--- src/rtl/uart_rx_frame_ctrl_pkg.sv ---
// ---------------------------------------------------------------------------
// uart_rx_frame_ctrl_pkg
// Shared definitions for the UART receive-side frame controller:
//   - rx_state_e   : frame FSM states
//   - PRESCALE_6/8 : supported oversampling ratios
//   - PAR_EVEN/ODD : parity-type encodings carried on PAR_TYP
//   - expected_parity() : parity bit a correct frame must carry
// ---------------------------------------------------------------------------
package uart_rx_frame_ctrl_pkg;

    typedef enum logic [2:0] {
        IDLE   = 3'd0,
        START  = 3'd1,
        DATA   = 3'd2,
        PARITY = 3'd3,
        STOP   = 3'd4
    } rx_state_e;

    localparam logic [4:0] PRESCALE_6 = 5'd6;
    localparam logic [4:0] PRESCALE_8 = 5'd8;

    localparam logic PAR_EVEN = 1'b0;
    localparam logic PAR_ODD  = 1'b1;

    // Given the XOR of the data bits, return the parity bit the sender
    // should have transmitted for the selected parity type.
    function automatic logic expected_parity(input logic even_par, input logic par_typ);
        logic p;
        p = even_par;
        unique case (par_typ)
            PAR_EVEN: p = even_par;
            PAR_ODD:  p = ~even_par;
        endcase
        return p;
    endfunction

endpackage

--- src/rtl/edge_bit_counter.sv ---
// ---------------------------------------------------------------------------
// edge_bit_counter
// Oversample (edge) counter and bit counter for one UART frame.
//   clk       in  : RX oversampling clock
//   rst       in  : asynchronous active-low reset
//   enable    in  : counters run while high, are held at zero while low
//   Prescale  in  : oversampling ratio for the current frame
//   edge_cnt  out : oversample index within the current bit, 0..Prescale-1
//   bit_cnt   out : number of completed bits since the frame started
//   bit_done  out : high during the last oversample of a bit (the eval point)
// ---------------------------------------------------------------------------
module edge_bit_counter #(
    parameter int BIT_CNT_W = 4
) (
    input  logic                 clk,
    input  logic                 rst,
    input  logic                 enable,
    input  logic [4:0]           Prescale,
    output logic [2:0]           edge_cnt,
    output logic [BIT_CNT_W-1:0] bit_cnt,
    output logic                 bit_done
);

    logic [2:0]           edge_q, edge_d;
    logic [BIT_CNT_W-1:0] bit_q,  bit_d;

    assign bit_done = enable && ({2'b00, edge_q} == (Prescale - 5'd1));
    assign edge_cnt = edge_q;
    assign bit_cnt  = bit_q;

    // Edge counter wraps at Prescale-1 and bumps the bit counter on wrap.
    // Holding both at zero while disabled means every frame starts clean.
    always_comb begin
        edge_d = edge_q;
        bit_d  = bit_q;
        if (!enable) begin
            edge_d = '0;
            bit_d  = '0;
        end else if (bit_done) begin
            edge_d = '0;
            bit_d  = bit_q + 1'b1;
        end else begin
            edge_d = edge_q + 3'd1;
        end
    end

    always_ff @(posedge clk or negedge rst) begin
        if (!rst) begin
            edge_q <= '0;
            bit_q  <= '0;
        end else begin
            edge_q <= edge_d;
            bit_q  <= bit_d;
        end
    end

endmodule

--- src/rtl/uart_rx_frame_ctrl.sv ---
// ---------------------------------------------------------------------------
// uart_rx_frame_ctrl
// Receive-side UART frame controller: start detection, bit timing for the
// external majority sampler, LSB-first deserialisation, optional parity
// check and stop check. All outputs are registered.
//   clk          in  : RX oversampling clock
//   rst          in  : asynchronous active-low reset
//   RX_IN        in  : synchronised serial line, idle high
//   Prescale     in  : oversampling ratio (6 or 8), latched per frame
//   PAR_EN       in  : frame carries a parity bit, latched per frame
//   PAR_TYP      in  : 0 even / 1 odd parity, latched per frame
//   sampled_bit  in  : majority-voted bit from data_sampling
//   data_samp_en out : enable to data_sampling (high outside IDLE)
//   edge_cnt     out : oversample index within the current bit
//   P_DATA       out : last accepted byte
//   data_valid   out : one-cycle pulse when P_DATA is updated
//   par_err      out : one-cycle pulse on parity mismatch
//   stp_err      out : one-cycle pulse on bad stop bit
// ---------------------------------------------------------------------------
module uart_rx_frame_ctrl
    import uart_rx_frame_ctrl_pkg::*;
#(
    parameter int DATA_WIDTH = 8
) (
    input  logic                  clk,
    input  logic                  rst,
    input  logic                  RX_IN,
    input  logic [4:0]            Prescale,
    input  logic                  PAR_EN,
    input  logic                  PAR_TYP,
    input  logic                  sampled_bit,
    output logic                  data_samp_en,
    output logic [2:0]            edge_cnt,
    output logic [DATA_WIDTH-1:0] P_DATA,
    output logic                  data_valid,
    output logic                  par_err,
    output logic                  stp_err
);

    // Enough range for start + data + parity + stop without wrapping.
    localparam int BIT_CNT_W = $clog2(DATA_WIDTH + 4);

    rx_state_e             state_q,    state_d;
    logic [DATA_WIDTH-1:0] shift_q,    shift_d;
    logic [DATA_WIDTH-1:0] pdata_q,    pdata_d;
    logic                  valid_q,    valid_d;
    logic                  par_err_q,  par_err_d;
    logic                  stp_err_q,  stp_err_d;
    logic                  samp_en_q,  samp_en_d;
    logic                  bad_q,      bad_d;
    logic [4:0]            prescale_q, prescale_d;
    logic                  par_en_q,   par_en_d;
    logic                  par_typ_q,  par_typ_d;

    logic                  cnt_en;
    logic                  bit_done;
    logic [BIT_CNT_W-1:0]  bit_cnt;

    assign cnt_en = (state_q != IDLE);

    edge_bit_counter #(
        .BIT_CNT_W (BIT_CNT_W)
    ) u_edge_bit_counter (
        .clk      (clk),
        .rst      (rst),
        .enable   (cnt_en),
        .Prescale (prescale_q),
        .edge_cnt (edge_cnt),
        .bit_cnt  (bit_cnt),
        .bit_done (bit_done)
    );

    assign data_samp_en = samp_en_q;
    assign P_DATA       = pdata_q;
    assign data_valid   = valid_q;
    assign par_err      = par_err_q;
    assign stp_err      = stp_err_q;

    // Frame FSM. Everything of interest happens at bit_done, the last
    // oversample of a bit, where sampled_bit has settled. The bit counter
    // reads 1 during the first data bit, so the last data bit is the one
    // where it equals DATA_WIDTH.
    always_comb begin
        state_d    = state_q;
        shift_d    = shift_q;
        pdata_d    = pdata_q;
        bad_d      = bad_q;
        prescale_d = prescale_q;
        par_en_d   = par_en_q;
        par_typ_d  = par_typ_q;
        valid_d    = 1'b0;
        par_err_d  = 1'b0;
        stp_err_d  = 1'b0;

        unique case (state_q)
            IDLE: begin
                if (!RX_IN) begin
                    state_d    = START;
                    bad_d      = 1'b0;
                    // Unsupported ratios fall back to 8 so the 3-bit edge
                    // counter can never run past its range.
                    prescale_d = (Prescale == PRESCALE_6) ? PRESCALE_6 : PRESCALE_8;
                    par_en_d   = PAR_EN;
                    par_typ_d  = PAR_TYP;
                end
            end
            START: begin
                if (bit_done) begin
                    state_d = sampled_bit ? IDLE : DATA;
                end
            end
            DATA: begin
                if (bit_done) begin
                    shift_d = {sampled_bit, shift_q[DATA_WIDTH-1:1]};
                    if (bit_cnt == BIT_CNT_W'(DATA_WIDTH)) begin
                        state_d = par_en_q ? PARITY : STOP;
                    end
                end
            end
            PARITY: begin
                if (bit_done) begin
                    if (sampled_bit != expected_parity(^shift_q, par_typ_q)) begin
                        bad_d     = 1'b1;
                        par_err_d = 1'b1;
                    end
                    state_d = STOP;
                end
            end
            STOP: begin
                if (bit_done) begin
                    if (!sampled_bit) begin
                        stp_err_d = 1'b1;
                    end else if (!bad_q) begin
                        pdata_d = shift_q;
                        valid_d = 1'b1;
                    end
                    state_d = IDLE;
                end
            end
            default: state_d = IDLE;
        endcase

        samp_en_d = (state_d != IDLE);
    end

    always_ff @(posedge clk or negedge rst) begin
        if (!rst) begin
            state_q    <= IDLE;
            shift_q    <= '0;
            pdata_q    <= '0;
            valid_q    <= 1'b0;
            par_err_q  <= 1'b0;
            stp_err_q  <= 1'b0;
            samp_en_q  <= 1'b0;
            bad_q      <= 1'b0;
            prescale_q <= PRESCALE_8;
            par_en_q   <= 1'b0;
            par_typ_q  <= PAR_EVEN;
        end else begin
            state_q    <= state_d;
            shift_q    <= shift_d;
            pdata_q    <= pdata_d;
            valid_q    <= valid_d;
            par_err_q  <= par_err_d;
            stp_err_q  <= stp_err_d;
            samp_en_q  <= samp_en_d;
            bad_q      <= bad_d;
            prescale_q <= prescale_d;
            par_en_q   <= par_en_d;
            par_typ_q  <= par_typ_d;
        end
    end

endmodule

--- config.mk ---
export PLATFORM = sky130hd
export DESIGN_NAME = uart_rx_frame_ctrl
export DESIGN_NICKNAME = d
export VERILOG_FILES = /design/src/rtl/uart_rx_frame_ctrl_pkg.sv /design/src/rtl/edge_bit_counter.sv /design/src/rtl/uart_rx_frame_ctrl.sv
export SDC_FILE = /design/constraint.sdc
export NUM_CORES = 1
export LEC_CHECK = 0
export BUFFER_PORTS_ARGS = -buffer_cell sky130_fd_sc_hd__buf_2
export CORE_MARGIN = 1
export CORE_UTILIZATION = 25
export CTS_BUF_LIST = sky130_fd_sc_hd__clkbuf_2 sky130_fd_sc_hd__clkbuf_4 sky130_fd_sc_hd__clkbuf_8
export DETAILED_ROUTE_END_ITERATION = 8
export REMOVE_ABC_BUFFERS = 1
export SYNTH_ARGS = -nofsm -noshare
export SYNTH_HDL_FRONTEND = slang
export SYNTH_SLANG_ARGS = --single-unit
export TNS_END_PERCENT = 10
--- constraint.sdc ---
create_clock -name clk -period 4.35 [get_ports clk]
set_input_delay 0.87 -clock clk [delete_from_list [all_inputs] [get_ports clk]]
set_output_delay 0.87 -clock clk [all_outputs]
set_load 0.02 [all_outputs]
Word-level counts from Yosys, hierarchy flattened
Index checks and enable logic that the tools add are counted.

cells by class
  $add $sub $neg = 3
  equal/unequal tests = 12
  muxes and demuxes = 31
  bitwise operators = 4
  reductions and logical operators = 10

operator list
  kind                                                 number
  2-to-1 mux 3 bit                                     9
  2-to-1 mux 1 bit                                     15
  case mux 3 bit (5 select lines)                      1
  2-to-1 mux 4 bit                                     3
  != test 2 bit, second input constant                 4
  AND reduction 4 bit                                  2
  XOR reduction 8 bit                                  1
  equality test 3 x 2 -> 1 bit, second input constant  2
  nonzero test 3 bit                                   2
  equality test 3 x 5 -> 1 bit                         1
  equality test 5 x 3 -> 1 bit, second input constant  1
  subtractor 5 x 1 -> 5 bit, second input constant     1
  adder 4 x 1 -> 4 bit, second input constant          1
  equality test 4 bit, second input constant           1
  NOT 1 bit                                            4
  case mux 1 bit (2 select lines)                      2
  AND reduction 2 bit                                  2
  adder 3 x 1 -> 3 bit, second input constant          1
  equality test 3 x 1 -> 1 bit, second input constant  1
  equality test 3 bit, second input constant           1
  zero test 3 bit                                      1
  2-to-1 mux 2 bit                                     1
  nonzero test 2 bit                                   1
  logical AND 1 bit                                    1
  != test 1 bit                                        1

word-level totals
  flip-flop bits (word level) = 38
  input port bits = 11
  word-level logic and storage cells = 73

Logic depth before layout (Yosys ltp)
Gate-level depths: netlist of run 1.

  depth in word-level cells = 9
  mapped depth = 7
  gate-level depth less buffers = 6

By module
From an unflattened synthesis of run 1, not the netlist that was laid out.

unflattened totals
  cells, all modules = 146
  area total of the unflattened synthesis = 1761.7 um^2

modules (own cells, without submodules)
  module              times used  cells an instance  area each (um^2)
  uart_rx_frame_ctrl  1           100                1277.5
  edge_bit_counter    1           46                 484.2

Worst setup path after synthesis of run 1
No wires, ideal clock.

  kind = reg-to-reg
  start = register prescale_q[3]
  end = register pdata_q[0], in the netlist P_DATA[0]
  library setup time = 0.125 ns
  arrival = 1.958 ns
  required time = 4.225 ns
  setup slack = 2.267 ns
  stages on the path, launching flop included = 7
  clock period less this slack = 2.083 ns
  cells stage by stage = dfstp_2 inv_1 ha_1 and4b_1 nand2_2 nor4_4 mux2_2

on the way
  cells in the longest elaborated chain, start to end = 4

ends and longest elaborated chain
  what                           RTL line                   RTL
  from (decl)                    uart_rx_frame_ctrl.sv:51   logic [4:0] prescale_q, prescale_d;
  from (signal assigned)         uart_rx_frame_ctrl.sv:168  prescale_q <= prescale_d;
  subtractor 5 x 1 -> 5 bit      edge_bit_counter.sv:27     assign bit_done = enable && ({2'b00, edge_q} == (Prescale - 5'd1));
  equality test 3 x 5 -> 1 bit   edge_bit_counter.sv:27
  logical AND 1 bit              edge_bit_counter.sv:27
  AND reduction 4 bit (no line)  -
  to (signal assigned)           uart_rx_frame_ctrl.sv:162  pdata_q <= pdata_d;
  to (decl)                      uart_rx_frame_ctrl.sv:45   logic [DATA_WIDTH-1:0] pdata_q, pdata_d;

Every way passes these cells.
A chain may end at the register's enable or synchronous reset.

Final worst setup path of run 1
  start = register prescale_q[3]
  end = register pdata_q[6], in the netlist P_DATA[6]

The elaborated chain is that of the path after synthesis.

==> impl_metrics.csv, run 1 <==
group,metric,value,unit
synthesis,avgSynthCellArea,12.2,um2
routing,drc,0,
routing,dr.first_iter.drc_count,40,
cts,cts_resized,0,
routing,dr.pass1.iters,4,
synthesis,synth_cell_type_count,34,
worst_setup_path,critPathKind,"register to register",
global_route,grt_remaining_overflow,0,
run_status,status,"completed",
synthesis,synth_enable_flop_cells,0,
worst_setup_path,critPathSlowestCell,"nor4_4",
cts,htreeDepth,2,
floorplan,core,6030,um2
routing,postRouteAntennaNets,0,
worst_setup_path,cp_top_family,"simple AND/OR/NAND/NOR gates",
power_and_ir_drop,power.leakage,0.893,nW
place,globalplace.congestion,0.753,
finish,syn2layout_area_growth,18.6,%
power_and_ir_drop,ir_worst_vdd,0.128,mV
cts,cts_tree,"done",
finish,fin_area,1880,um2
power_and_ir_drop,power,600,uW
timing,fin_crit,2.32,ns
synthesis,netlist_area,1590,um2
worst_setup_path,cp-end-kind,"register",
cts,clockBufferDepth,2,
routing,wl_per_cell,12.3,um
cts,cts_made_buffers,5,
worst_setup_path,startpoint_type,"register",
floorplan,rows,28,
timing,slew_viol_final,0,
cts,post_cts_buffers,0,
synthesis,ys_warn_count,0,
global_route,grt_pass1_wl,4930,um
routing,met2_length,1300,um
worst_setup_path,crit_fanout,9,
worst_setup_path,required,4.53,ns
global_route,antenna_found_initial,0,
worst_setup_path,cp_cell_sequence,"inv_1 > ha_1 > and4b_1 > nand2_2 > nor4_4 > mux2_2",
worst_setup_path,cp_slowest_stage_delay,0.56,ns
finish,fillers,648,
finish,drive_gt1_frac,0.342,
global_route,grt_start_max_net_pins,36,
timing,fin_skew,0.00705,ns
floorplan,die-width,81.7,um
finish,layout.area.seq,877,um2
timing,fin_tns_setup,0,ns
power_and_ir_drop,power_density,319,nW/um2
floorplan,die-area,6670,um2
finish,multi_input_area,676,um2
timing,slew_headroom,0.390,
floorplan,die_h,81.7,um
flow_run,cap_violations,0,
timing,rsz0062_at_grt,"no",
synthesis,yosysTopAreaCell,"dfrtp_1",
routing,wirelength,2890,um
synthesis,yosysSeqAreaShare,0.552,
timing,setup_viol,0,
routing,drt-met1-wl,1390,um
routing,wl_met3,138,um
routing,vias,1041,
finish,layout_common_cells,"34 x dfrtp_1, 25 x buf_2, 16 x mux2_2, 12 x nand2_1, 10 x xnor2_1",
floorplan,ios,26,
synthesis,ys_seq_elements,35,
synthesis,synthCells,130,
place,place_area,1790,um2
finish,antenna_cells,0,
routing,viasPerCell,4.41,
cts,clk_latency,0.29,ns
worst_setup_path,critical_path_buf_inv_count,1,
timing,max_freq,431,MHz
routing,highest_layer,"met4",
global_route,grt_use_total,0.101,
worst_setup_path,cp.arrival,2.50,ns
cts,clk_pin_slew,0.07,ns
finish,final_common_cell,"dfrtp_1",
place,io_buffers,25,
synthesis,netlist.area_leader.share,0.536,
cts,clkSinkCount,35,
synthesis,synth-async-reset-ratio,1.00,
timing,worst_pin_slew,0.909,ns
cts,cts_root_buffer,"clkbuf_8",
synthesis,ys.flop_type,"dfrtp_1",
finish,nets,175,
timing,final.period_utilization,0.534,
synthesis,ys_top_cells_by_area,"dfrtp_1 54%, mux2_2 11%, xnor2_1 5.5%",
cts,ctsHoldBuffers,0,
place,detailed_place_hpwl,2170,um
min_path,min_path_type,"register to register",
floorplan,start_util,0.263,
global_route,grt_pass1_vias,1067,
timing,finalHoldViolations,0,
==> metal layers <==
metal,up-vias,track usage
li1,511,-
met1,500,0.128
met2,25,0.153
met3,5,0.0311
met4,0,0.0579
met5,-,0
==> worst paths after layout <==
check                                          start                                         to  slack, ns  depth (start not counted)
max                        prescale_q[3]$_DFFE_PN1P_                      P_DATA[6]$_DFFE_PN0P_       2.03                          6
min                             state_q[2]$_DFF_PN0_                       state_q[1]$_DFF_PN0_       0.49                          1
max reg2reg                prescale_q[3]$_DFFE_PN1P_                      P_DATA[6]$_DFFE_PN0P_       2.03                          6
min reg2reg                     state_q[2]$_DFF_PN0_                       state_q[1]$_DFF_PN0_       0.49                          1
max in group asynchronous                        rst                     shift_q[5]$_DFFE_PN0P_       3.23                          1
min in group asynchronous                        rst  u_edge_bit_counter.bit_cnt[3]$_DFFE_PN0P_       0.64                          1
==> cell type report <==
class | count | share of cell area
clock buffers | 5 | 0.0365
multi-input cells | 87 | 0.359
flip-flops and latches | 35 | 0.466
well taps | 75 | 0.0498
repair buffers | 25 | 0.0664
clock inverters | 3 | 0.0106
inverters | 6 | 0.0120
==> power breakdown <==
| part | total [mW] | leakage, nW | internal (mW) | switching (mW) |
|---|---|---|---|---|
| combinational | 0.0318 | 0.413 | 0.0169 | 0.0149 |
| sequential | 0.335 | 0.440 | 0.330 | 0.00521 |
| clock | 0.233 | 0.0402 | 0.111 | 0.122 |
==> flip-flops by register name, summed over array words and instances (netlist names) <==
register	cells
P_DATA	8
bad_q	1
data_samp_en	1
data_valid	1
par_en_q	1
par_err	1
par_typ_q	1
prescale_q	2
shift_q	8
state_q	3
stp_err	1
u_edge_bit_counter.bit_cnt	4
u_edge_bit_counter.edge_cnt	3
==> per-stage QoR <==
| step | cells | hold WS (ns) | util | worst slack (ns) |
|---|---|---|---|---|
| after global routing | 236 | 0.517 | 0.313 | 1.90 |
| after global placement | 228 | 0.464 | 0.298 | 2.06 |
| final | 236 | 0.492 | 0.313 | 2.03 |
| after detailed placement | 228 | 0.470 | 0.298 | 1.98 |
| after floorplan | 128 | 0.444 | - | 2.27 |
| after CTS | 236 | 0.483 | 0.313 | 2.00 |
==> cell usage after synthesis, types with 3 or more instances <==
master and n:
inv_1 6, nor2_1 8, a21oi_1 3, xnor2_1 10
ha_1 4, dfrtp_1 34, xor2_1 3, nor4_1 3
nor3_1 4, mux2_2 16, nand2_1 12, nand3_1 3
==> logic make-up (layout without fill, tap and decap cells) <==
kind of cell    count (synthesis)  in the layout  synth area share
simple gates                   43             43             0.152
flops                          35             35             0.552
mux                            16             16             0.113
xor+xnor                       14             14            0.0859
compound gates                 10             10            0.0426
buf+inv                         8             39            0.0221
fa+ha+maj                       4              4            0.0315
Note: power is estimated with default switching activity, not from simulation.
==> run 2: changes to the inputs <==
Clock period 4.35 ns to 2.3 ns, I/O delays scaled along.
==> impl_metrics.csv, run 2 (synthesized netlist as in run 1, its figures left out) <==
group,metric,value,unit
timing,slew_headroom,0.485,
global_route,grt_pass1_vias,1064,
finish,multi_input_area,681,um2
global_route,grt_pass1_wl,5020,um
worst_setup_path,startpoint_type,"register",
flow_run,cap_violations,0,
power_and_ir_drop,power.leakage,0.923,nW
routing,drc,0,
place,io_buffers,25,
cts,cts_tree,"done",
worst_setup_path,crit_fanout,9,
timing,slew_viol_final,0,
finish,fillers,655,
routing,postRouteAntennaNets,0,
cts,htreeDepth,2,
power_and_ir_drop,ir_worst_vdd,0.202,mV
timing,fin_tns_setup,0,ns
routing,met2_length,1310,um
floorplan,die-area,6670,um2
timing,finalHoldViolations,0,
finish,drive_gt1_frac,0.360,
finish,nets,178,
timing,final.period_utilization,0.933,
cts,clk_pin_slew,0.07,ns
worst_setup_path,cp-end-kind,"register",
worst_setup_path,r2r-end,"P_DATA[1]$_DFFE_PN0P_",
worst_setup_path,cp.arrival,2.32,ns
routing,viasPerCell,4.54,
global_route,antenna_found_initial,0,
worst_setup_path,r2r_slack,0.15,ns
routing,dr.pass1.iters,4,
worst_setup_path,critPathKind,"register to register",
timing,setup_viol,0,
routing,wl_met3,140,um
cts,clkSinkCount,35,
floorplan,die_h,81.7,um
cts,ctsHoldBuffers,0,
finish,layout.cells.non_filler,239,
cts,cts_root_buffer,"clkbuf_8",
timing,fin_crit,2.15,ns
routing,highest_layer,"met4",
routing,vias,1084,
worst_setup_path,required,2.47,ns
timing,hold_ws,0.240,ns
finish,layout.area.seq,877,um2
floorplan,start_util,0.263,
timing,rsz0062_at_grt,"no",
place,globalplace.congestion,0.769,
min_path,min_path_type,"input port to async pin",
cts,clk_latency,0.29,ns
global_route,grt_use_total,0.103,
finish,antenna_cells,0,
floorplan,die-width,81.7,um
worst_setup_path,r2r_cells,7,
place,detailed_place_hpwl,2140,um
worst_setup_path,r2r-start,"prescale_q[3]$_DFFE_PN1P_",
power_and_ir_drop,power_density,594,nW/um2
routing,wl_per_cell,12.4,um
timing,worst_pin_slew,0.772,ns
floorplan,ios,26,
floorplan,rows,28,
floorplan,core,6030,um2
finish,final_common_cell,"dfrtp_1",
run_status,status,"completed",
timing,max_freq,466,MHz
timing,fin_skew,0.00529,ns
global_route,grt_remaining_overflow,0,
routing,dr.first_iter.drc_count,45,
finish,syn2layout_area_growth,21.1,%
routing,drt-met1-wl,1410,um
place,place_inst,231,
routing,wirelength,2950,um
finish,layout_common_cells,"34 x dfrtp_1, 25 x buf_2, 16 x mux2_2, 12 x nand2_1, 10 x xnor2_1",
cts,cts_made_buffers,5,
power_and_ir_drop,power,1.14,mW
cts,clockBufferDepth,2,
global_route,grt_start_max_net_pins,36,
==> run 2: worst max path at each step <==
stage,startpoint,end,slack [ns],cells after the start
2_1_floorplan,prescale_q[3]$_DFFE_PN1P_,P_DATA[0]$_DFFE_PN0P_,0.22,6
3_3_place_gp,prescale_q[3]$_DFFE_PN1P_,shift_q[6]$_DFFE_PN0P_,0.14,6
3_5_place_dp,prescale_q[3]$_DFFE_PN1P_,shift_q[1]$_DFFE_PN0P_,0.11,6
4_1_cts,prescale_q[3]$_DFFE_PN1P_,shift_q[1]$_DFFE_PN0P_,0.07,6
5_1_grt,prescale_q[3]$_DFFE_PN1P_,P_DATA[1]$_DFFE_PN0P_,0.04,7
6_report,prescale_q[3]$_DFFE_PN1P_,P_DATA[1]$_DFFE_PN0P_,0.15,7
==> run 2: final cells by class <==
class | instances | share of cell area
clock buffer | 7 | 0.0436
clock inverter | 1 | 0.00260
inverter | 6 | 0.0117
multi-input combinational | 87 | 0.354
sequential | 35 | 0.456
tap | 75 | 0.0488
timing repair buffer | 28 | 0.0833
==> run 2: power breakdown <==
| part | internal [mW] | leakage (nW) | switching, mW |
|---|---|---|---|
| logic | 0.0320 | 0.434 | 0.0288 |
| registers | 0.625 | 0.440 | 0.00985 |
| clock network | 0.236 | 0.0491 | 0.211 |
| total | 0.892 | 0.923 | 0.249 |
==> run 2: repair_timing <==
item / in CTS / in global routing
buffers inserted: 0 / 0
gates resized for setup: 0 / 1
endpoints found under the setup margin: 0 / 8
==> run 2: layer usage <==
metal	global-route usage	vias to the layer above
met4	0.0789	0
met5	0	-
met1	0.135	535
met3	0.0222	7
li1	-	521
met2	0.148	21
==> run 2: critical path, stage by stage (launching register included) <==
cell and delay, ns:
dfstp_2 0.51, inv_1 0.05, ha_1 0.29, and4b_1 0.27, nand2_2 0.11, nor4_4 0.29, buf_12 0.17, mux2_2 0.33
==> run 2: stage by stage <==
step                      cell area [um2]  utilization  setup WS (ns)
after floorplan                      1580            -          0.217
after global placement               1830        0.304          0.144
after detailed placement             1830        0.304          0.112
after CTS                            1920        0.318         0.0704
after global routing                 1920        0.319         0.0414
final                                1920        0.319          0.154
